$ cat config.mk
export PLATFORM = sky130hd
export DESIGN_NAME = pool_engine
export DESIGN_NICKNAME = d
export VERILOG_FILES = /design/src/rtl/pool_pkg.sv /design/src/rtl/pool_lane.sv /design/src/rtl/pool_engine.sv
export SDC_FILE = /design/constraint.sdc
export NUM_CORES = 2
export LEC_CHECK = 0
export ABC_AREA = 1
export BUFFER_PORTS_ARGS = -buffer_cell sky130_fd_sc_hd__buf_2
export CAP_MARGIN = 40
export CORE_ASPECT_RATIO = 0.75
export CORE_UTILIZATION = 56
export DETAILED_ROUTE_END_ITERATION = 7
export PLACE_DENSITY = 0.7
export SLEW_MARGIN = 10
export SYNTH_ARGS = -nofsm -noshare
export SYNTH_HDL_FRONTEND = slang
export SYNTH_HIERARCHICAL = 1
export SYNTH_SLANG_ARGS = --single-unit
$ cat constraint.sdc
create_clock -name clk -period 9.2 [get_ports clk]
set_input_delay 1.84 -clock clk [delete_from_list [all_inputs] [get_ports clk]]
set_output_delay 1.84 -clock clk [all_outputs]
set_load 0.02 [all_outputs]
$ cat src/rtl/pool_pkg.sv
// Shared types and constants for the pooling engine: FSM states, mode
// encodings, reciprocal fraction width and a constant-safe clog2.
package pool_pkg;

  typedef enum logic [1:0] {
    IDLE,
    ACC,
    SCALE,
    OUT
  } state_t;

  localparam logic MODE_MAX = 1'b0;
  localparam logic MODE_AVG = 1'b1;

  localparam int unsigned FRAC_W = 16;

  function automatic int unsigned clog2(input int unsigned value);
    int unsigned result;
    result = 0;
    for (int unsigned i = 0; i < 32; i++) begin
      if ((32'd1 << i) < value) result = i + 1;
    end
    return result;
  endfunction

endpackage

$ cat src/rtl/pool_lane.sv
// One pooling channel: running max/sum accumulator plus the scale stage that
// turns the accumulator into a DATA_W result (truncate for max, scaled and
// rounded for average).
module pool_lane
  import pool_pkg::*;
#(
  parameter int unsigned DATA_W = 16,
  parameter int unsigned ACC_W  = 20
) (
  input  logic              clk,
  input  logic              rst,
  input  logic              beat,
  input  logic              first,
  input  logic              scale,
  input  logic              mode,
  input  logic [DATA_W-1:0] x,
  input  logic [FRAC_W-1:0] recip,
  output logic [DATA_W-1:0] result
);

  localparam int unsigned P_W = ACC_W + FRAC_W + 1;
  localparam logic signed [P_W-1:0] HALF   = P_W'(1) << (FRAC_W - 1);
  localparam logic signed [P_W-1:0] SAT_HI = P_W'((1 << (DATA_W - 1)) - 1);
  localparam logic signed [P_W-1:0] SAT_LO = ~SAT_HI;

  logic signed [ACC_W-1:0] acc;
  logic signed [ACC_W-1:0] x_ext;
  logic signed [ACC_W-1:0] acc_next;
  logic signed [P_W-1:0]   prod;
  logic signed [P_W-1:0]   rounded;
  logic signed [P_W-1:0]   shifted;
  logic        [DATA_W-1:0] scaled;

  always_comb begin
    x_ext = {{(ACC_W - DATA_W){x[DATA_W-1]}}, x};
    if (first) begin
      acc_next = x_ext;
    end else if (mode == MODE_AVG) begin
      acc_next = acc + x_ext;
    end else begin
      acc_next = (x_ext > acc) ? x_ext : acc;
    end
  end

  // Reciprocal is unsigned Q0.16, so it is zero-extended before the signed multiply.
  always_comb begin
    prod    = P_W'(acc) * P_W'($signed({1'b0, recip}));
    rounded = prod + HALF;
    shifted = rounded >>> FRAC_W;
    if (shifted > SAT_HI) begin
      scaled = SAT_HI[DATA_W-1:0];
    end else if (shifted < SAT_LO) begin
      scaled = SAT_LO[DATA_W-1:0];
    end else begin
      scaled = shifted[DATA_W-1:0];
    end
  end

  always_ff @(posedge clk or posedge rst) begin
    if (rst) begin
      acc    <= '0;
      result <= '0;
    end else begin
      if (beat) acc <= acc_next;
      if (scale) result <= (mode == MODE_AVG) ? scaled : acc[DATA_W-1:0];
    end
  end

endmodule

$ cat src/rtl/pool_engine.sv
// Pooling engine: shared window/output FSM driving LANES parallel pool_lane
// channels; one reduced result per streamed window.
module pool_engine
  import pool_pkg::*;
#(
  parameter  int unsigned DATA_W = 16,
  parameter  int unsigned LANES  = 4,
  parameter  int unsigned K_MAX  = 3,
  parameter  int unsigned CNT_W  = 16,
  localparam int unsigned WL_W   = clog2(K_MAX * K_MAX + 1)
) (
  input  logic                    clk,
  input  logic                    rst,
  input  logic                    cfg_start,
  input  logic                    cfg_mode,
  input  logic [WL_W-1:0]         cfg_win_len,
  input  logic [CNT_W-1:0]        cfg_out_count,
  input  logic [FRAC_W-1:0]       cfg_recip,
  output logic                    busy,
  output logic                    done,
  input  logic                    in_valid,
  output logic                    in_ready,
  input  logic [LANES*DATA_W-1:0] in_data,
  output logic                    out_valid,
  input  logic                    out_ready,
  output logic [LANES*DATA_W-1:0] out_data
);

  localparam int unsigned ACC_W = DATA_W + clog2(K_MAX * K_MAX);

  state_t            state;
  logic              mode_q;
  logic [WL_W-1:0]   win_len_q;
  logic [CNT_W-1:0]  out_count_q;
  logic [FRAC_W-1:0] recip_q;
  logic [WL_W-1:0]   elem_cnt;
  logic [CNT_W-1:0]  win_cnt;

  logic beat;
  logic first;
  logic last_beat;
  logic scale;
  logic last_window;

  always_comb begin
    beat        = (state == ACC) && in_valid && in_ready;
    first       = beat && (elem_cnt == '0);
    last_beat   = (elem_cnt + WL_W'(1)) == win_len_q;
    scale       = (state == SCALE);
    last_window = (win_cnt + CNT_W'(1)) == out_count_q;
  end

  always_ff @(posedge clk or posedge rst) begin
    if (rst) begin
      state       <= IDLE;
      mode_q      <= MODE_MAX;
      win_len_q   <= '0;
      out_count_q <= '0;
      recip_q     <= '0;
      elem_cnt    <= '0;
      win_cnt     <= '0;
      busy        <= 1'b0;
      done        <= 1'b0;
      in_ready    <= 1'b0;
      out_valid   <= 1'b0;
    end else begin
      done <= 1'b0;
      case (state)
        IDLE: begin
          if (cfg_start) begin
            mode_q      <= cfg_mode;
            win_len_q   <= (cfg_win_len == '0) ? WL_W'(1) : cfg_win_len;
            out_count_q <= cfg_out_count;
            recip_q     <= cfg_recip;
            elem_cnt    <= '0;
            win_cnt     <= '0;
            // An empty layer completes immediately without visiting ACC.
            if (cfg_out_count == '0) begin
              done <= 1'b1;
            end else begin
              busy     <= 1'b1;
              in_ready <= 1'b1;
              state    <= ACC;
            end
          end
        end
        ACC: begin
          if (beat) begin
            elem_cnt <= elem_cnt + WL_W'(1);
            if (last_beat) begin
              in_ready <= 1'b0;
              state    <= SCALE;
            end
          end
        end
        SCALE: begin
          out_valid <= 1'b1;
          state     <= OUT;
        end
        OUT: begin
          if (out_ready) begin
            out_valid <= 1'b0;
            elem_cnt  <= '0;
            win_cnt   <= win_cnt + CNT_W'(1);
            if (last_window) begin
              busy  <= 1'b0;
              done  <= 1'b1;
              state <= IDLE;
            end else begin
              in_ready <= 1'b1;
              state    <= ACC;
            end
          end
        end
        default: state <= IDLE;
      endcase
    end
  end

  for (genvar g = 0; g < LANES; g++) begin : g_lane
    pool_lane #(
      .DATA_W (DATA_W),
      .ACC_W  (ACC_W)
    ) u_lane (
      .clk    (clk),
      .rst    (rst),
      .beat   (beat),
      .first  (first),
      .scale  (scale),
      .mode   (mode_q),
      .x      (in_data[g*DATA_W +: DATA_W]),
      .recip  (recip_q),
      .result (out_data[g*DATA_W +: DATA_W])
    );
  end

endmodule

==> qor.yml <==
port-buffer-count: 173
yosysSeqAreaShare_pct: 7.383
rr_startpoint: "recip_q[2]$_DFFE_PP0P_"
grt-ovfl-total: 0
die_h_um: 308.5
grt_pass1_vias: 60320
drv_slew: 0
initial_utilization_pct: 56.44
drt-wirelength-per-cell_um: 17.67
final_cell_mix: "inv_1 (2984), nand2_1 (2617), fa_1 (1284), ha_1 (589), nor2_1 (330)"
synthFlopType: "dfrtp_1"
min_path_type: "reg2reg"
synthArstFlopShare_pct: 100.0
vias: 58860
critPathKind: "reg2reg"
synth.distinct_cells: 65
crit_top_cell: "nand2_1"
slowest_delay_ns: 0.80
route.detailed.drc: 0
ff2ff_path_depth: 26
cts_setup_buffers: 0
fin_worst_skew_ns: 0.02816
antenna_found_initial: 8
r2r_slack_ns: 1.60
syn-mean-instance-area_um2: 7.221
slew_headroom_pct: 36.25
die_area_um2: 126700
core-area_um2: 124300
dpl.hpwl_um: 164200
globalRouteTotalUtil_pct: 32.58
place.gp.congestion: 0.9757
worst_r2r_endpoint: "g_lane[2].u_lane/result[8]$_DFFE_PP0P_"
synth_cells: 9716
drt_first_pass_iters: 6
yosysWarnings: 6
cp-end-kind: "register"
die_w_um: 410.7
top_level_ports: 174
cts_max_level: 1
tritoncts: "done"
drv_cap: 0
post-place-ws_ns: 1.723
setup_tns_ns: 0
fin_crit_sh_pct: 82.59
numCtsBuffers: 27
dpl-instance-area_um2: 72700
clock_latency_ns: 0.63
layout_setup_ws_ns: 1.602
layout_min_cycle_time_ns: 7.598
drtIter0Drc: 5028
syn_nets: 11700
synth_area_um2: 70160
cts.sinks: 207
grt_pass1_wl_um: 327100
timing.fmax_mhz: 131.6
cp-start-kind: "register"
cts_resized: 0
grt_max_degree: 60
final_nets: 11660
required_ns: 9.70
rsz0062_at_grt: "false"
cts.root.buffer_cell: "clkbuf_16"
final_area_um2: 73750
crit_arrival_ns: 8.10
drt_wl_total_um: 200700
viasPerCell: 5.182
layout_commonest_cell: "inv_1"
holdPathStages: 2
setup_viol: 0
crit_slowest_cell: "fa_1"
tightest_slew_ns: 0.9563
layout-drive-gt1-share_pct: 4.988
status: "complete, no violations"
synth-edff-count: 0
final_util_pct: 59.34
cts_max_path_buffers: 3
ant_nets: 0
finalHoldViolCount: 0
row_count: 112
area_growth_pct: 5.126
critPathMaxFanout: 28
hold_path_end: "busy$_DFFE_PP0P_"
fill_cells: 11540
min_from: "busy$_DFFE_PP0P_"
ys_seq_elements: 207
cts_hold_buf: 0
clkTransAtPathRegs_ns: 0.08
-- sequential cells by signal, indices dropped and copies added, names as in the netlist --
name and flops:
g_lane.u_lane/acc 80, g_lane.u_lane/result 64, out_count_q 16, recip_q 16, win_cnt 16, elem_cnt 4
win_len_q 4, state 2, busy 1, done 1, in_ready 1, mode_q 1
out_valid 1
-- metal layers --
metal | routed length (µm) | vias up | track usage (%)
met5 | 65 | - | 0
met4 | 4666 | 8 | 7.558
met3 | 17340 | 243 | 5.732
met2 | 87140 | 2153 | 49.68
met1 | 91520 | 28760 | 48.25
li1 | - | 27700 | -
-- through the flow --
stage | cells | hold slack, ns
after global placement | 11290 | 0.4557
after detailed placement | 11300 | 0.4582
after CTS | 11350 | 0.4760
final | 11360 | 0.4737
after global routing | 11360 | 0.4979
after floorplan | 9716 | 0.4667
-- cell type report --
type	instances	area (µm²)	share of cell area, %
Multi-Input combinational cell	6151	52160	70.72
Inverter	3010	11300	15.32
Sequential cell	207	5240	7.105
Tap cell	1653	2068	2.804
Timing Repair Buffer	287	2061	2.794
Clock buffer	32	714.4	0.9687
Clock inverter	17	202.7	0.2748
Antenna cell	3	7.507	0.01018
-- how the worst max path moves through the flow --
stage,cells after the start,from,endpoint
floorplan,29,g_lane[0].u_lane/acc[19]$_DFFE_PP0P_,g_lane[0].u_lane/result[0]$_DFFE_PP0P_
global placement,25,g_lane[1].u_lane/acc[19]$_DFFE_PP0P_,g_lane[1].u_lane/result[13]$_DFFE_PP0P_
detailed placement,26,recip_q[2]$_DFFE_PP0P_,g_lane[2].u_lane/result[8]$_DFFE_PP0P_
CTS,26,recip_q[2]$_DFFE_PP0P_,g_lane[2].u_lane/result[8]$_DFFE_PP0P_
global route,27,recip_q[2]$_DFFE_PP0P_,g_lane[2].u_lane/result[14]$_DFFE_PP0P_
finish,26,recip_q[2]$_DFFE_PP0P_,g_lane[2].u_lane/result[8]$_DFFE_PP0P_
-- worst max-delay path, delay by kind of cell, from the launching register on --
family / cells / cell delay (ns)
flops: 1 / 0.73
compound gates: 4 / 1.08
simple gates: 11 / 1.07
buf+inv: 4 / 0.88
fa+ha+maj: 7 / 3.65
-- kinds of logic after synthesis --
logic type	after synthesis	share of synthesized area [%]
xor+xnor	120	1.519
compound gates	724	5.791
buf+inv	3358	18.27
flops	207	7.383
fa+ha+maj	1873	47.14
simple gates	3434	19.89
-- synth_stat cells, types with 12 or more instances --
cell	n	area share (%)
dfrtp_1	207	7.4
o211ai_1	17	0.18
nand2_2	31	0.28
nand4_1	48	0.43
nand2_1	2617	14
clkbuf_1	306	1.6
ha_1	589	11
o21ai_1	29	0.21
nor2_1	330	1.8
o21bai_1	28	0.30
fa_1	1284	37
a21oi_1	326	2.3
nor2_2	19	0.17
inv_2	17	0.091
o21ai_0	213	1.5
buf_4	12	0.13
xnor2_1	39	0.49
inv_1	2987	16
nand3_1	256	1.8
and3_1	15	0.13
a31oi_1	18	0.16
nor3_1	32	0.23
o31ai_1	13	0.14
xor2_1	80	1.0
nor4_1	22	0.20
Power is not shown: default switching activity piles up to over one toggle a cycle in this logic, so the estimate is an artifact.
